### config.mk
export PLATFORM = sky130hd
export DESIGN_NAME = spi_flash_reader_flat
export DESIGN_NICKNAME = d
export VERILOG_FILES = /design/src/rtl/spi_flash_reader_if.sv /design/src/rtl/spi_flash_reader.sv /design/src/flat_wrapper.sv
export SDC_FILE = /design/constraint.sdc
export NUM_CORES = 1
export LEC_CHECK = 0
export BUFFER_PORTS_ARGS = -buffer_cell sky130_fd_sc_hd__buf_2
export CAP_MARGIN = 15
export CORE_ASPECT_RATIO = 0.6
export CORE_MARGIN = 3
export CORE_UTILIZATION = 50
export CTS_CLUSTER_DIAMETER = 120
export DETAILED_ROUTE_END_ITERATION = 8
export PLACE_DENSITY = 0.71
export SLEW_MARGIN = 5
export SYNTH_ARGS = -nofsm -noshare
export SYNTH_HDL_FRONTEND = slang
export SYNTH_SLANG_ARGS = --single-unit
### constraint.sdc
create_clock -name clock_12mhz -period 2.7 [get_ports clock_12mhz]
set_input_delay 0.54 -clock clock_12mhz [delete_from_list [all_inputs] [get_ports clock_12mhz]]
set_output_delay 0.54 -clock clock_12mhz [all_outputs]
set_load 0.01 [all_outputs]
### src/rtl/spi_flash_reader_if.sv
// Host-side request / byte-stream bundle for spi_flash_reader.
interface spi_flash_reader_if;
  logic        start;
  logic [23:0] start_addr;
  logic [15:0] length;
  logic        busy;
  logic        done;
  logic [7:0]  byte_out;
  logic        byte_valid;
  logic        byte_ready;

  modport master (
    output start, start_addr, length, byte_ready,
    input  busy, done, byte_out, byte_valid
  );

  modport slave (
    input  start, start_addr, length, byte_ready,
    output busy, done, byte_out, byte_valid
  );
endinterface

### src/rtl/spi_flash_reader.sv
// SPI mode-0 master issuing READ (0x03) + 24-bit address, streaming the
// returned bytes over a valid/ready interface with SCLK stalled on backpressure.
module spi_flash_reader #(
  parameter int unsigned CLK_DIV = 1
) (
  input  logic              clock_12mhz,
  input  logic              reset,
  spi_flash_reader_if.slave bus,
  output logic              flash_cs,
  output logic              flash_sclk,
  output logic              flash_mosi,
  input  logic              flash_miso
);
  localparam int unsigned   DW       = (CLK_DIV > 1) ? $clog2(CLK_DIV) : 1;
  localparam logic [DW-1:0] DIV_LAST = DW'(CLK_DIV - 1);
  localparam logic [7:0]    CMD_READ = 8'h03;

  typedef enum logic [2:0] {
    IDLE, CS_SETUP, SHIFT_OUT, SHIFT_IN, HAND, CS_HOLD
  } state_t;

  state_t        state_q, state_d;
  logic [DW-1:0] div_q, div_d;
  logic          sclk_q, sclk_d;
  logic          cs_q, cs_d;
  logic          mosi_q, mosi_d;
  logic [31:0]   sr_q, sr_d;
  logic [5:0]    bitcnt_q, bitcnt_d;
  logic [7:0]    rx_q, rx_d;
  logic [7:0]    byte_q, byte_d;
  logic          valid_q, valid_d;
  logic          busy_q, busy_d;
  logic          done_q, done_d;
  logic          xfer_q, xfer_d;
  logic [15:0]   remain_q, remain_d;
  logic          div_zero;
  logic          take;

  assign div_zero = (div_q == '0);
  assign take     = valid_q && bus.byte_ready;

  assign flash_cs       = cs_q;
  assign flash_sclk     = sclk_q;
  assign flash_mosi     = mosi_q;
  assign bus.busy       = busy_q;
  assign bus.done       = done_q;
  assign bus.byte_out   = byte_q;
  assign bus.byte_valid = valid_q;

  always_ff @(posedge clock_12mhz) begin
    if (reset) begin
      state_q  <= IDLE;
      div_q    <= '0;
      sclk_q   <= 1'b0;
      cs_q     <= 1'b1;
      mosi_q   <= 1'b0;
      sr_q     <= '0;
      bitcnt_q <= '0;
      rx_q     <= '0;
      byte_q   <= '0;
      valid_q  <= 1'b0;
      busy_q   <= 1'b0;
      done_q   <= 1'b0;
      xfer_q   <= 1'b0;
      remain_q <= '0;
    end else begin
      state_q  <= state_d;
      div_q    <= div_d;
      sclk_q   <= sclk_d;
      cs_q     <= cs_d;
      mosi_q   <= mosi_d;
      sr_q     <= sr_d;
      bitcnt_q <= bitcnt_d;
      rx_q     <= rx_d;
      byte_q   <= byte_d;
      valid_q  <= valid_d;
      busy_q   <= busy_d;
      done_q   <= done_d;
      xfer_q   <= xfer_d;
      remain_q <= remain_d;
    end
  end

  always_comb begin
    state_d  = state_q;
    div_d    = div_q;
    sclk_d   = sclk_q;
    cs_d     = cs_q;
    mosi_d   = mosi_q;
    sr_d     = sr_q;
    bitcnt_d = bitcnt_q;
    rx_d     = rx_q;
    byte_d   = byte_q;
    valid_d  = valid_q;
    busy_d   = busy_q;
    done_d   = 1'b0;
    xfer_d   = xfer_q;
    remain_d = remain_q;

    case (state_q)
      IDLE: begin
        if (bus.start) begin
          if (bus.length != 16'd0) begin
            state_d  = CS_SETUP;
            busy_d   = 1'b1;
            cs_d     = 1'b0;
            sr_d     = {CMD_READ, bus.start_addr};
            mosi_d   = CMD_READ[7];
            remain_d = bus.length;
            div_d    = DIV_LAST;
            bitcnt_d = '0;
          end else begin
            done_d = 1'b1;
          end
        end
      end
      CS_SETUP: begin
        if (div_zero) begin
          sclk_d  = 1'b1;
          div_d   = DIV_LAST;
          state_d = SHIFT_OUT;
        end else begin
          div_d = div_q - DW'(1);
        end
      end
      SHIFT_OUT: begin
        if (!div_zero) begin
          div_d = div_q - DW'(1);
        end else begin
          div_d = DIV_LAST;
          if (!sclk_q) begin
            sclk_d = 1'b1;
          end else begin
            sclk_d = 1'b0;
            if (bitcnt_q == 6'd31) begin
              state_d  = SHIFT_IN;
              mosi_d   = 1'b0;
              bitcnt_d = '0;
            end else begin
              mosi_d   = sr_q[30];
              sr_d     = {sr_q[30:0], 1'b0};
              bitcnt_d = bitcnt_q + 6'd1;
            end
          end
        end
      end
      SHIFT_IN: begin
        if (!div_zero) begin
          div_d = div_q - DW'(1);
        end else begin
          div_d = DIV_LAST;
          if (!sclk_q) begin
            sclk_d   = 1'b1;
            rx_d     = {rx_q[6:0], flash_miso};
            bitcnt_d = bitcnt_q + 6'd1;
          end else begin
            sclk_d = 1'b0;
            if (bitcnt_q == 6'd8) begin
              byte_d   = rx_q;
              valid_d  = 1'b1;
              bitcnt_d = '0;
              state_d  = HAND;
            end
          end
        end
      end
      HAND: begin
        if (!div_zero) div_d = div_q - DW'(1);
        if (take) begin
          valid_d  = 1'b0;
          remain_d = remain_q - 16'd1;
          if (remain_q == 16'd1) begin
            state_d = CS_HOLD;
            cs_d    = 1'b1;
            div_d   = DIV_LAST;
          end else begin
            xfer_d = 1'b1;
          end
        end
        // Next rising edge waits for both the low-phase timer and the transfer.
        if ((xfer_q || (take && remain_q != 16'd1)) && div_zero) begin
          state_d  = SHIFT_IN;
          sclk_d   = 1'b1;
          div_d    = DIV_LAST;
          xfer_d   = 1'b0;
          rx_d     = {rx_q[6:0], flash_miso};
          bitcnt_d = 6'd1;
        end
      end
      CS_HOLD: begin
        if (div_zero) begin
          done_d  = 1'b1;
          busy_d  = 1'b0;
          state_d = IDLE;
        end else begin
          div_d = div_q - DW'(1);
        end
      end
      default: state_d = IDLE;
    endcase
  end
endmodule
### src/flat_wrapper.sv
// flat-port wrapper written by rule: the top's interface ports become plain ports
module spi_flash_reader_flat 
#(
  parameter int unsigned CLK_DIV = 1
)
  (clock_12mhz, reset, flash_cs, flash_sclk, flash_mosi, flash_miso, bus_start, bus_start_addr, bus_length, bus_byte_ready, bus_busy, bus_done, bus_byte_out, bus_byte_valid);
  spi_flash_reader_if bus_i ();
  input  logic clock_12mhz;
  input  logic reset;
  output logic flash_cs;
  output logic flash_sclk;
  output logic flash_mosi;
  input  logic flash_miso;
  input wire logic [$bits(bus_i.start)-1:0] bus_start;
  input wire logic [$bits(bus_i.start_addr)-1:0] bus_start_addr;
  input wire logic [$bits(bus_i.length)-1:0] bus_length;
  input wire logic [$bits(bus_i.byte_ready)-1:0] bus_byte_ready;
  output wire logic [$bits(bus_i.busy)-1:0] bus_busy;
  output wire logic [$bits(bus_i.done)-1:0] bus_done;
  output wire logic [$bits(bus_i.byte_out)-1:0] bus_byte_out;
  output wire logic [$bits(bus_i.byte_valid)-1:0] bus_byte_valid;
  assign bus_i.start = bus_start;
  assign bus_i.start_addr = bus_start_addr;
  assign bus_i.length = bus_length;
  assign bus_i.byte_ready = bus_byte_ready;
  assign bus_busy = bus_i.busy;
  assign bus_done = bus_i.done;
  assign bus_byte_out = bus_i.byte_out;
  assign bus_byte_valid = bus_i.byte_valid;
  spi_flash_reader #(.CLK_DIV(CLK_DIV)) u_core (.clock_12mhz(clock_12mhz), .reset(reset), .bus(bus_i), .flash_cs(flash_cs), .flash_sclk(flash_sclk), .flash_mosi(flash_mosi), .flash_miso(flash_miso));
endmodule
# Word-level counts from Yosys, hierarchy flattened
# Cells that the tools add are included.
# word_totals
register_bits	80
in_bits	45
out_inout_bits	14
wordCells	149
# classes
addsub	3
n_eq_ne	29
n_mux	73
bitwise	1
reduce_logical	29
# ops
op	n
$mux 31	5
$pmux 31 s2	1
$mux 6	9
$mux 16	3
$mux 3	13
$pmux 16 s2	1
$mux 1	28
$mux 8	3
$pmux 6 s4	1
$reduce_and 4->1	5
$ne 2x2->1 const B	9
$pmux 3 s6	1
$eq 16x1->1 const B	1
$ne 16x1->1 const B	1
$ne 2x1->1 const B	8
$pmux 8 s2	1
$reduce_bool 16->1	1
$sub 16x1->16 const B	1
$reduce_and 5->1	3
$reduce_and 12->1	1
$pmux 1 s2	5
$reduce_bool 2->1	5
$reduce_and 8->1	1
$add 6x1->6 const B	1
19 further kinds	27

# Longest topological paths before layout
# Gate-level depths: netlist of run 1.
# depth
depth_word	6
depth_mapped	8
ltp_nobuf	7

# Worst setup path after synthesis of run 1
# Ideal clock, no wire load.
# synth_timing
path_kind	input port to flip-flop
start	input bus_length[11]
end	register u_core.sr_q[10]
t_arrival_ns	1.847
t_required_ns	2.609
setup_slack_ns	0.762
path_stages	6
n_path_buf	1
cell_sequence	nor4_1 nand4_1 o21ai_2 nor2_1 buf_2 a311oi_1
# synth_via
elab_chain_len	3
# synth_rtl
item	line	rtl
from (decl)	flat_wrapper.sv:16	input wire logic [$bits(bus_i.length)-1:0] bus_length;
$reduce_bool 16->1	spi_flash_reader.sv:103	if (bus.length != 16'd0) begin
$ne 2x1->1 (no line)	-	
$reduce_and 6->1 (no line)	-	
to (signal assigned)	spi_flash_reader.sv:72	sr_q <= sr_d;
to (decl)	spi_flash_reader.sv:27	logic [31:0] sr_q, sr_d;
# Every way passes these cells.
# A chain may end at the register's enable or synchronous reset.

# Worst setup path in the final report of run 1
# layout_timing
start	register u_core.state_q[0]
end	register u_core.remain_q[0]
# layout_via
elab_chain_len	3
word_cells_on_any_way	8
classes_between	eq/ne: 4; mux: 1; reduce/logical: 3
# layout_rtl
item	line	rtl
from (decl)	spi_flash_reader.sv:22	state_t state_q, state_d;
from (signal assigned)	spi_flash_reader.sv:67	state_q <= state_d;
$eq 3x3->1 / $logic_not 3->1 (equally long branches)	spi_flash_reader.sv:100	case (state_q)
$ne 2x1->1 (no line), or another cell as far along	-	
$reduce_and 4->1 (no line)	-	
to (signal assigned)	spi_flash_reader.sv:80	remain_q <= remain_d;
to (decl)	spi_flash_reader.sv:35	logic [15:0] remain_q, remain_d;
# Several ways; a longest one is shown, not always the timed one.

==> reports/metrics.cfg, run 1 <==
[global_routing]
grt_pass1_wl_mm=16.6
antenna_found_initial=0
overflow=0
grt_pass1_vias=3393
grt_max_degree=47
track_usage_pct=22.8

[clock_network]
h-tree-depth=3
clockBufferDepth=2
root_buffer=clkbuf_16
clkLatencyLatePin_ns=0.34
clock_sinks=79
cts_buffers=9
cts.repair.resized=0
cts.clk_slew.worst_paths_ns=0.06
cts_tree=done
postCtsSetupBuffers=0
ctsHoldBuffers=0

[finish]
instances_no_fill=645
seq_area_sq_mm=0.00158
multi_input_area_sq_mm=0.00221
nets=585
drive_gt1_share_pct=19.2
post-route-util_pct=62.8
diodes=0
nFillCells=643
area_delta_synth_final_pct=18.1

[placement]
gp_congestion=0.872
io_buffers=58
placed_cells=629
dpl.hpwl_mm=7.10

[min_path]
holdCritPathClass=in2reg
worstHoldEndpoint=u_core.bus.byte_valid$_SDFFE_PP0P_
whs_path_depth=2
min_from=bus_byte_ready

[sta]
skew_ns=0.00534
tns_ns=0
final.period_utilization_pct=83.3
rsz0062_at_grt=false
slew_headroom_pct=56.5
finalHoldViolCount=0
setup_viol=0
period_needed_ns=2.25
tightest_slew_ns=0.648
slew_violations=0
max_freq_mhz=444

[setup_path]
required_ns=2.96
r2r_cells=7
cp_common_cell=or3_1
path_cells=buf_4 -> or3_1 -> a41oi_1 -> a21oi_2 -> buf_12 -> or3_1 -> a31oi_1
path_buf_inv=2
timing.rr.end=u_core.remain_q[0]$_SDFFE_PP0P_
critical_path_class=reg2reg
crit_fanout=32
cp_num_cells=7
r2r_slack_ns=0.45
endpoint_kind=register
rr_startpoint=u_core.state_q[0]$_SDFFE_PP0P_
critPathTopFamily=simple AND/OR/NAND/NOR gates
crit_path_max_incr_delay_ns=0.43
slowest_stage=or3_1
critPathArrivalTime_ns=2.51
worst_setup_path_start_kind=register

[drt]
first_pass_iters=5
drc=0
drt_iter0_drc=392
wl_per_cell_um=15.7
routed_wirelength_mm=10.1
postRouteAntennaNets=0
vias=3868
viasPerCell=6.00

[synthesis]
synth-edff-count=0
synth-adder-area-share_pct=1.26
syn_nets=536
synth_ff_type=dfxtp_1
synth-xor-area-share_pct=0
async_flop_share_pct=0
synth_area_per_cell_sq_um=8.17
synth_top_area_share_pct=39.7
post-synth-top-count-cell=dfxtp_1
yosysSeqAreaShare_pct=39.7
yosys-top-cells-area=dfxtp_1 40%, a21oi_1 7.5%, nand2_1 6.6%
yosys_warnings=0
yosysTopAreaCell=dfxtp_1
synthTopCellsByCount=79 x dfxtp_1, 70 x nand2_1, 60 x a21oi_1, 40 x nor2_1
syn_area_sq_mm=0.00398
syn_inst=487
synth_seq_cells=79
synth_top_family_by_area=compound AO/OA/AOI/OAI gates
synth-simple-area-share_pct=24.5
synth_compound_area_share_pct=25.4
synth.mux.area_fraction_pct=4.28
synth.distinct_cells=54

[floorplan]
pin_count=59
die_y_um=75.1
dieArea_sq_mm=0.00910
die_x_um=121
start_util_pct=53.2
core_sq_mm=0.00748
placementRows=24

[power_and_ir_drop]
finalPower_uw=4900
p_per_area_mw_per_mm2=1040
power.leakage_uw=0.00180
ir_drop_mv=0.554

[run_status]
status=finished, final reports clean

[flow_run]
drv_cap=0

-- through the flow --
stage / area [sq um] / setup slack, ns / hold slack, ns
after floorplan: 3980 / 0.762 / 0.447
after global placement: 4380 / 0.283 / 0.459
after detailed placement: 4380 / 0.216 / 0.461
after CTS: 4700 / 0.454 / 0.390
after global routing: 4700 / 0.306 / 0.417
final: 4700 / 0.450 / 0.400
-- placed cells by master (no fill, tap or decap), types with 2 or more instances in the layout --
master	instances
a211oi_1	7
a21o_1	11
a21oi_1	59
a21oi_2	2
a311oi_1	24
a31oi_1	4
a32o_1	4
and2_1	2
and3_1	2
buf_2	58
buf_4	15
bufinv_16	2
clkbuf_16	9
clkinvlp_4	3
dfxtp_1	79
ha_1	4
inv_1	8
mux2i_1	17
nand2_1	70
nand2b_1	5
nand3_1	13
nand3b_1	2
nand4_1	12
nor2_1	39
nor3_1	8
nor3b_1	2
nor3b_2	2
nor3b_4	2
nor4_1	8
nor4_2	3
nor4b_1	3
o21a_1	3
o21ai_0	12
o21ai_1	11
o221a_1	2
o311ai_0	2
o41ai_1	2
or3_1	7
or4_1	2
-- logic make-up (layout without fill, tap and decap cells) --
family | count (synthesis) | count (layout)
fa+ha+maj | 4 | 4
compound gates | 153 | 153
buf+inv | 44 | 98
mux | 17 | 17
simple gates | 190 | 190
flops | 79 | 79
-- state kept, by name, indices dropped and copies added, names as in the netlist, 3 cells and up --
signal and flops:
u_core.sr_q 31, u_core.rx_q 8, u_core.bitcnt_q 6, u_core.bus.byte_out 8, u_core.remain_q 16, u_core.state_q 3
-- worst reg2reg max path, cell delays in order (launching register included) --
cell and delay [ns]:
dfxtp_1 0.39, buf_4 0.21, or3_1 0.43, a41oi_1 0.35
a21oi_2 0.13, buf_12 0.18, or3_1 0.31, a31oi_1 0.18
-- worst max-delay path by stage --
stage,startpoint,to,slack [ns]
after CTS,u_core.state_q[0]$_SDFFE_PP0P_,u_core.remain_q[0]$_SDFFE_PP0P_,0.45
after detailed placement,bus_length[6],u_core.sr_q[9]$_SDFFE_PP0P_,0.22
final,u_core.state_q[0]$_SDFFE_PP0P_,u_core.remain_q[0]$_SDFFE_PP0P_,0.45
after floorplan,bus_length[11],u_core.sr_q[10]$_SDFFE_PP0P_,0.76
after global routing,bus_length[6],u_core.sr_q[5]$_SDFFE_PP0P_,0.31
after global placement,bus_length[6],u_core.sr_q[15]$_SDFFE_PP0P_,0.28
-- power breakdown --
part / switching [uW] / total, uW / internal [uW]
logic: 1200 / 1920 / 718
registers: 227 / 1680 / 1450
clock network: 494 / 1300 / 811
total: 1920 / 4900 / 2980
-- metal layers --
layer  global-route usage, %  wire [um]  up-vias
met3                    6.61        744       16
met1                    33.7       5120     1806
li1                        -          -     1906
met4                    6.58        132        0
met5                       0          0        -
met2                    32.4       4130      140
-- layout make-up --
| cell class | count | area share [%] |
|---|---|---|
| Tap cell | 104 | 2.77 |
| Inverter | 8 | 0.639 |
| Clock buffer | 9 | 4.79 |
| Multi-Input combinational cell | 364 | 47.1 |
| Sequential cell | 79 | 33.7 |
| Timing Repair Buffer | 74 | 9.00 |
| Clock inverter | 7 | 2.05 |
No activity file was read; power rests on OpenSTA's default activity.
==> run 2: changes to the inputs <==
Settings changed: ABC_AREA from default to 1.
Clock period 2.7 ns to 2.2 ns, I/O delays scaled along.
==> run 2 against run 1 <==
Net effect: utilization down 2.4 points; synthesized cell count up 39%; global-route usage up 0.076 points; cell area up 2.7%; sequential share of layout area down 0.87 points; flip-flop and latch count unchanged; clock-buffer cell count up 4; register-to-register slack worse by 0.16 ns.
==> reports/metrics.cfg, run 2 <==
[clock_network]
clock_sinks=79  ; unchanged
clockBufferDepth=2  ; unchanged
cts_buffers=9  ; unchanged
root_buffer=clkbuf_16
postCtsSetupBuffers=0  ; unchanged
cts.repair.resized=0  ; unchanged
clkLatencyLatePin_ns=0.33  ; about the same
cts.clk_slew.worst_paths_ns=0.06  ; about the same
h-tree-depth=3  ; unchanged
cts_tree=done
ctsHoldBuffers=0  ; unchanged

[run_status]
status=finished, final reports clean

[global_routing]
track_usage_pct=22.9  ; +0.076 points
grt_pass1_wl_mm=17.5  ; +5.4%
overflow=0  ; unchanged
antenna_found_initial=0  ; unchanged
grt_pass1_vias=3834  ; +13%
grt_max_degree=38  ; -19%

[synthesis]
yosys_warnings=0  ; unchanged
synth_ff_type=dfxtp_1
syn_area_sq_mm=0.00417  ; +4.8%
yosysSeqAreaShare_pct=37.9  ; -1.8 points
syn_inst=676  ; +39%
async_flop_share_pct=0  ; unchanged
synth_top_area_share_pct=37.9  ; -1.8 points
syn_nets=725  ; +35%
synth_area_per_cell_sq_um=6.17  ; -25%
post-synth-top-count-cell=nand2_1
synth-edff-count=0  ; unchanged
synth.distinct_cells=30  ; -44%
synth_seq_cells=79  ; unchanged
yosys-top-cells-area=dfxtp_1 38%, nand2_1 22%, nor2_1 10%
synthTopCellsByCount=242 x nand2_1, 112 x nor2_1, 79 x dfxtp_1, 50 x a21oi_1, 43 x inv_1
yosysTopAreaCell=dfxtp_1

[finish]
diodes=0  ; unchanged
layout_common_cells=242 x nand2_1, 112 x nor2_1, 79 x dfxtp_1
largest_register_ff_count=31  ; unchanged
reg.largest.list=u_core.sr_q x31, u_core.remain_q x16
area_delta_synth_final_pct=15.7
drive_gt1_share_pct=14.3  ; -4.9 points
layout_commonest_cell=nand2_1
regMostFlops=u_core.sr_q
nets=777  ; +33%

[setup_path]
crit_fanout=15  ; -53%
worst_setup_path_start_kind=register
r2r_cells=11  ; +4
critPathArrivalTime_ns=2.14  ; -0.37 ns
r2r_slack_ns=0.29  ; -0.16 ns
required_ns=2.43  ; -0.53 ns
endpoint_kind=register
timing.rr.end=u_core.rx_q[2]$_SDFFE_PP0P_
rr_startpoint=u_core.state_q[1]$_SDFFE_PP0P_
critical_path_class=reg2reg

[min_path]
min_from=flash_miso
worstHoldEndpoint=u_core.rx_q[0]$_SDFFE_PP0P_
whs_path_depth=3  ; +1
holdCritPathClass=in2reg

[floorplan]
dieArea_sq_mm=0.00951  ; +4.5%
core_sq_mm=0.00798  ; +6.7%
die_x_um=124  ; +2.2%
start_util_pct=52.3  ; -0.95 points
pin_count=59  ; unchanged
die_y_um=76.7  ; +2.2%
placementRows=25  ; +4.2%

[sta]
finalHoldViolCount=0  ; unchanged
skew_ns=0.00469  ; -0.000650 ns
holdWs_ns=0.364  ; -0.0367 ns
rsz0062_at_grt=false
tightest_slew_ns=0.494  ; -0.153 ns
slew_headroom_pct=66.8  ; +10 points
setup_viol=0  ; unchanged
fin_ws_ns=0.291  ; -0.159 ns
slew_violations=0  ; unchanged
period_needed_ns=1.91  ; -0.341 ns
max_freq_mhz=524  ; +18%
tns_ns=0  ; unchanged
final.period_utilization_pct=86.8  ; +3.4 points

[power_and_ir_drop]
power_switching_uw=2920  ; +52%
p_per_area_mw_per_mm2=1380  ; +32%
p_clk_share_pct=20.9  ; -5.7 points
ir_drop_mv=0.537  ; -3.1%
combPwrFrac_pct=45.8  ; +6.7 points
finalPower_uw=6650  ; +36%
seq_power_share_pct=33.3  ; -0.9 points
swShare_pct=43.9  ; +4.7 points
power.leakage_uw=0.00236  ; +31%
p_int_uw=3730  ; +25%

[drt]
drc=0  ; unchanged
routed_wirelength_mm=10.4  ; +2.6%
postRouteAntennaNets=0  ; unchanged
first_pass_iters=5  ; unchanged
wl_per_cell_um=12.4  ; -21%
vias=4232  ; +9.4%
viasPerCell=5.03  ; -16%
drt_iter0_drc=388  ; -1.0%

[placement]
gp_congestion=0.935  ; +7.3%
dp_slack_ns=0.197  ; -0.0184 ns
dpl.hpwl_mm=7.43  ; +4.6%
io_buffers=58  ; unchanged

[flow_run]
drv_cap=0  ; unchanged

run 2: cells by family (layout without fill, tap and decap cells):
group	Yosys count	after routing	synth area share [%]
AO/OA/AOI/OAI	100	100	12.5
flip-flops	79	79	37.9
XOR/XNOR	4	4	0.840
buffers and inverters	83	140	8.43
multiplexers	1	1	0.240
AND/OR/NAND/NOR	405	405	38.8
adder cells (fa/ha/maj)	4	4	1.20
run 2: cell type report:
cell class	count	area [sq um]
fillers	790	3150
multi-input cells	514	2240
flip-flops and latches	79	1580
repair buffers	69	385
clock buffers	13	260
inverters	55	206
well taps	108	135
clock inverters	3	17.5
run 2: through the flow:
stage	area [sq um]	instances	utilization, %
global route	4820	841	60.5
finish	4820	841	60.5
CTS	4820	841	60.5
global placement	4540	825	57.0
detailed placement	4540	825	57.0
floorplan	4170	676	-
run 2: layer usage:
| metal | GRT usage, % | wire length [um] | vias to the layer above |
|---|---|---|---|
| met4 | 6.41 | 120 | 0 |
| met1 | 32.1 | 5120 | 1868 |
| met2 | 34.5 | 4430 | 123 |
| li1 | - | - | 2229 |
| met3 | 6.41 | 725 | 12 |
| met5 | 0 | 0 | - |
run 2: how the worst max path moves through the flow:
stage,start,endpoint,cells past startpoint
after floorplan,bus_length[6],u_core.sr_q[16]$_SDFFE_PP0P_,9
after global placement,bus_length[13],u_core.sr_q[7]$_SDFFE_PP0P_,9
after detailed placement,bus_length[7],u_core.remain_q[2]$_SDFFE_PP0P_,9
after CTS,u_core.bitcnt_q[0]$_SDFFE_PP0P_,u_core.sr_q[2]$_SDFFE_PP0P_,8
after global routing,u_core.bitcnt_q[0]$_SDFFE_PP0P_,u_core.sr_q[16]$_SDFFE_PP0P_,8
final,u_core.state_q[1]$_SDFFE_PP0P_,u_core.rx_q[2]$_SDFFE_PP0P_,11
run 2: worst max-delay path: stages (launching register included):
cell     delay (ns)
dfxtp_1        0.42
inv_2          0.08
nand2_2        0.15
nor2_4         0.07
inv_2          0.25
nand2_1        0.14
nand2_1        0.10
inv_2          0.03
nand2_1        0.23
inv_2          0.15
nor2_1         0.12
nor2_1         0.05
run 2: power groups by stage:
stage | Sequential, uW | Combinational [uW] | Clock [uW]
2_1_floorplan | 2140 | 2460 | 0
3_3_place_gp | 2210 | 2940 | 0
3_5_place_dp | 2230 | 3020 | 0
4_1_cts | 2200 | 3030 | 1430
5_1_grt | 2270 | 3500 | 1480
6_report | 2210 | 3050 | 1390
==> run 3: changes to the inputs <==
Settings changed: CORE_UTILIZATION 50 to 55, PLACE_DENSITY 0.71 to 0.77.
==> run 3 against run 2 <==
Net effect: combinational power about the same; sequential power barely moved; global-route usage up 1.1 points; maximum frequency rose by 0.98%; register-to-register slack better by 0.02 ns; critical path depth down 3; die area is 8.5% lower; first-iteration DRC count fell by 10%; critical path type unchanged; highest routed layer unchanged.
==> reports/metrics.cfg, run 3 (synthesis gave the netlist of run 2 again) <==
[finish]
nets=779  ; +0.26%
instances_no_fill=834  ; -0.83%
regMostFlops=u_core.sr_q
reg.largest.list=u_core.sr_q x31, u_core.remain_q x16
diodes=0  ; unchanged
largest_register_ff_count=31  ; unchanged
layout_commonest_cell=nand2_1
layout_common_cells=242 x nand2_1, 112 x nor2_1, 79 x dfxtp_1
drive_gt1_share_pct=14.7  ; +0.39 points
area_delta_synth_final_pct=15.6  ; about the same
multi_input_area_sq_mm=0.00224  ; unchanged
nFillCells=655  ; -17%
seq_area_sq_mm=0.00158  ; unchanged

[sta]
period_needed_ns=1.89  ; -0.0184 ns
tightest_slew_ns=0.581  ; +0.0864 ns
max_freq_mhz=529  ; +0.98%
slew_violations=0  ; unchanged
finalHoldViolCount=0  ; unchanged
setup_viol=0  ; unchanged
tns_ns=0  ; unchanged
skew_ns=0.00636  ; +0.00167 ns
rsz0062_at_grt=false
holdWs_ns=0.365  ; +0.00119 ns
final.period_utilization_pct=85.9  ; -0.84 points
slew_headroom_pct=61.3  ; -5.5 points

[flow_run]
drv_cap=0  ; unchanged

[power_and_ir_drop]
power.leakage_uw=0.00236  ; about the same
p_per_area_mw_per_mm2=1380  ; -0.15%
seq_power_share_pct=33.4  ; about the same
combPwrFrac_pct=45.6  ; -0.2 points
power_switching_uw=2930  ; +0.35%
ir_drop_mv=0.851  ; +58%
finalPower_uw=6640  ; -0.17%
p_clk_share_pct=21.0  ; about the same
p_int_uw=3710  ; -0.59%
swShare_pct=44.2  ; +0.23 points

[global_routing]
overflow=0  ; unchanged
grt_pass1_wl_mm=17.2  ; -2.1%
track_usage_pct=24.0  ; +1.1 points
antenna_found_initial=0  ; unchanged
grt_pass1_vias=3844  ; +0.26%
grt_max_degree=52  ; +37%

[setup_path]
path_cells=ha_1 -> nand3_1 -> nor2_1 -> nor2_1 -> o211ai_2 -> inv_2 -> nand2_1 -> a21oi_1
slowest_stage=dfxtp_1
critPathArrivalTime_ns=2.15  ; about the same
worst_setup_path_start_kind=register
endpoint_kind=register
crit_fanout=25  ; +10
cp_common_cell=nor2_1
path_buf_inv=1  ; -3
critical_path_class=reg2reg
crit_path_max_incr_delay_ns=0.35  ; -0.07 ns
critPathTopFamily=simple AND/OR/NAND/NOR gates
required_ns=2.46  ; +0.03 ns

[run_status]
status=finished, final reports clean

[drt]
viasPerCell=5.20  ; +3.3%
drt_iter0_drc=348  ; -10%
vias=4336  ; +2.5%
wl_per_cell_um=12.4  ; +0.20%
drc=0  ; unchanged
met3_length_um=860  ; +19%
highest_layer=met4
routed_wirelength_mm=10.3  ; -0.64%
wirelength_met1_mm=5.01  ; -2.0%
first_pass_iters=5  ; unchanged
met2_length_mm=4.30  ; -2.8%
postRouteAntennaNets=0  ; unchanged

[clock_network]
h-tree-depth=3  ; unchanged
clockBufferDepth=2  ; unchanged
ctsHoldBuffers=0  ; unchanged
root_buffer=clkbuf_16
cts.clk_slew.worst_paths_ns=0.06  ; about the same
clock_sinks=79  ; unchanged
cts.repair.resized=0  ; unchanged
cts_buffers=9  ; unchanged
cts_tree=done
postCtsSetupBuffers=0  ; unchanged
clkLatencyLatePin_ns=0.33  ; about the same

[min_path]
holdCritPathClass=in2reg

[floorplan]
start_util_pct=59.6  ; +7.4 points
placementRows=23  ; -8.0%
die_x_um=118  ; -4.4%
die_y_um=73.4  ; -4.3%
pin_count=59  ; unchanged
dieArea_sq_mm=0.00870  ; -8.5%
core_sq_mm=0.00699  ; -12%

[placement]
gp_congestion=0.877  ; -6.2%
placed_cells=819  ; -0.73%
dpl.hpwl_mm=7.33  ; -1.3%
io_buffers=58  ; unchanged

-- run 3: cell count changes in the layout (fill, tap and decap cells not counted) --
cell        change
clkinvlp_4      +2
clkinv_2        -2
clkbuf_1        -2
buf_12          -1
buf_4           +3
clkinv_4        +1
-- run 3: power by group through the flow --
stage,combinational [uW],sequential [uW],clock [uW]
after detailed placement,2980,2230,0
after CTS,3000,2200,1420
after floorplan,2460,2140,0
final,3030,2220,1390
after global routing,3480,2260,1480
after global placement,2890,2210,0
-- run 3: area by class of cell --
cell class,count,share of cell area (%)
inverters,55,4.28
clock buffers,11,5.24
repair buffers,71,8.05
well taps,100,2.60
clock inverters,4,0.649
multi-input cells,514,46.4
flip-flops and latches,79,32.8
-- run 3: tightest hold or removal path: cells and delay by family --
family	cells	cell delay, ns
and+or+nand+nor	1	0.08
AOI/OAI and AO/OA	1	0.07
buffers and inverters	1	0.07
-- run 3: final timing paths --
kind | from | endpoint | slack, ns | depth (start not counted)
hold / removal | flash_miso | u_core.rx_q[0]$_SDFFE_PP0P_ | 0.36 | 3
hold reg to reg | u_core.sr_q[14]$_SDFFE_PP0P_ | u_core.sr_q[14]$_SDFFE_PP0P_ | 0.46 | 2
setup / recovery | u_core.bitcnt_q[0]$_SDFFE_PP0P_ | u_core.sr_q[20]$_SDFFE_PP0P_ | 0.31 | 8
setup reg to reg | u_core.bitcnt_q[0]$_SDFFE_PP0P_ | u_core.sr_q[20]$_SDFFE_PP0P_ | 0.31 | 8
-- run 3: layer usage --
| metal | vias up | track usage (%) |
|---|---|---|
| li1 | 2231 | - |
| met4 | 0 | 8.09 |
| met3 | 15 | 7.23 |
| met5 | - | 0 |
| met1 | 1942 | 32.5 |
| met2 | 148 | 37.1 |
-- run 3: through the flow --
step / area [sq um] / util [%] / worst slack, ns
floorplan: 4170 / - / 0.627
global placement: 4540 / 64.9 / 0.389
detailed placement: 4540 / 64.9 / 0.332
CTS: 4820 / 68.9 / 0.322
global route: 4820 / 68.9 / 0.144
finish: 4820 / 68.9 / 0.309
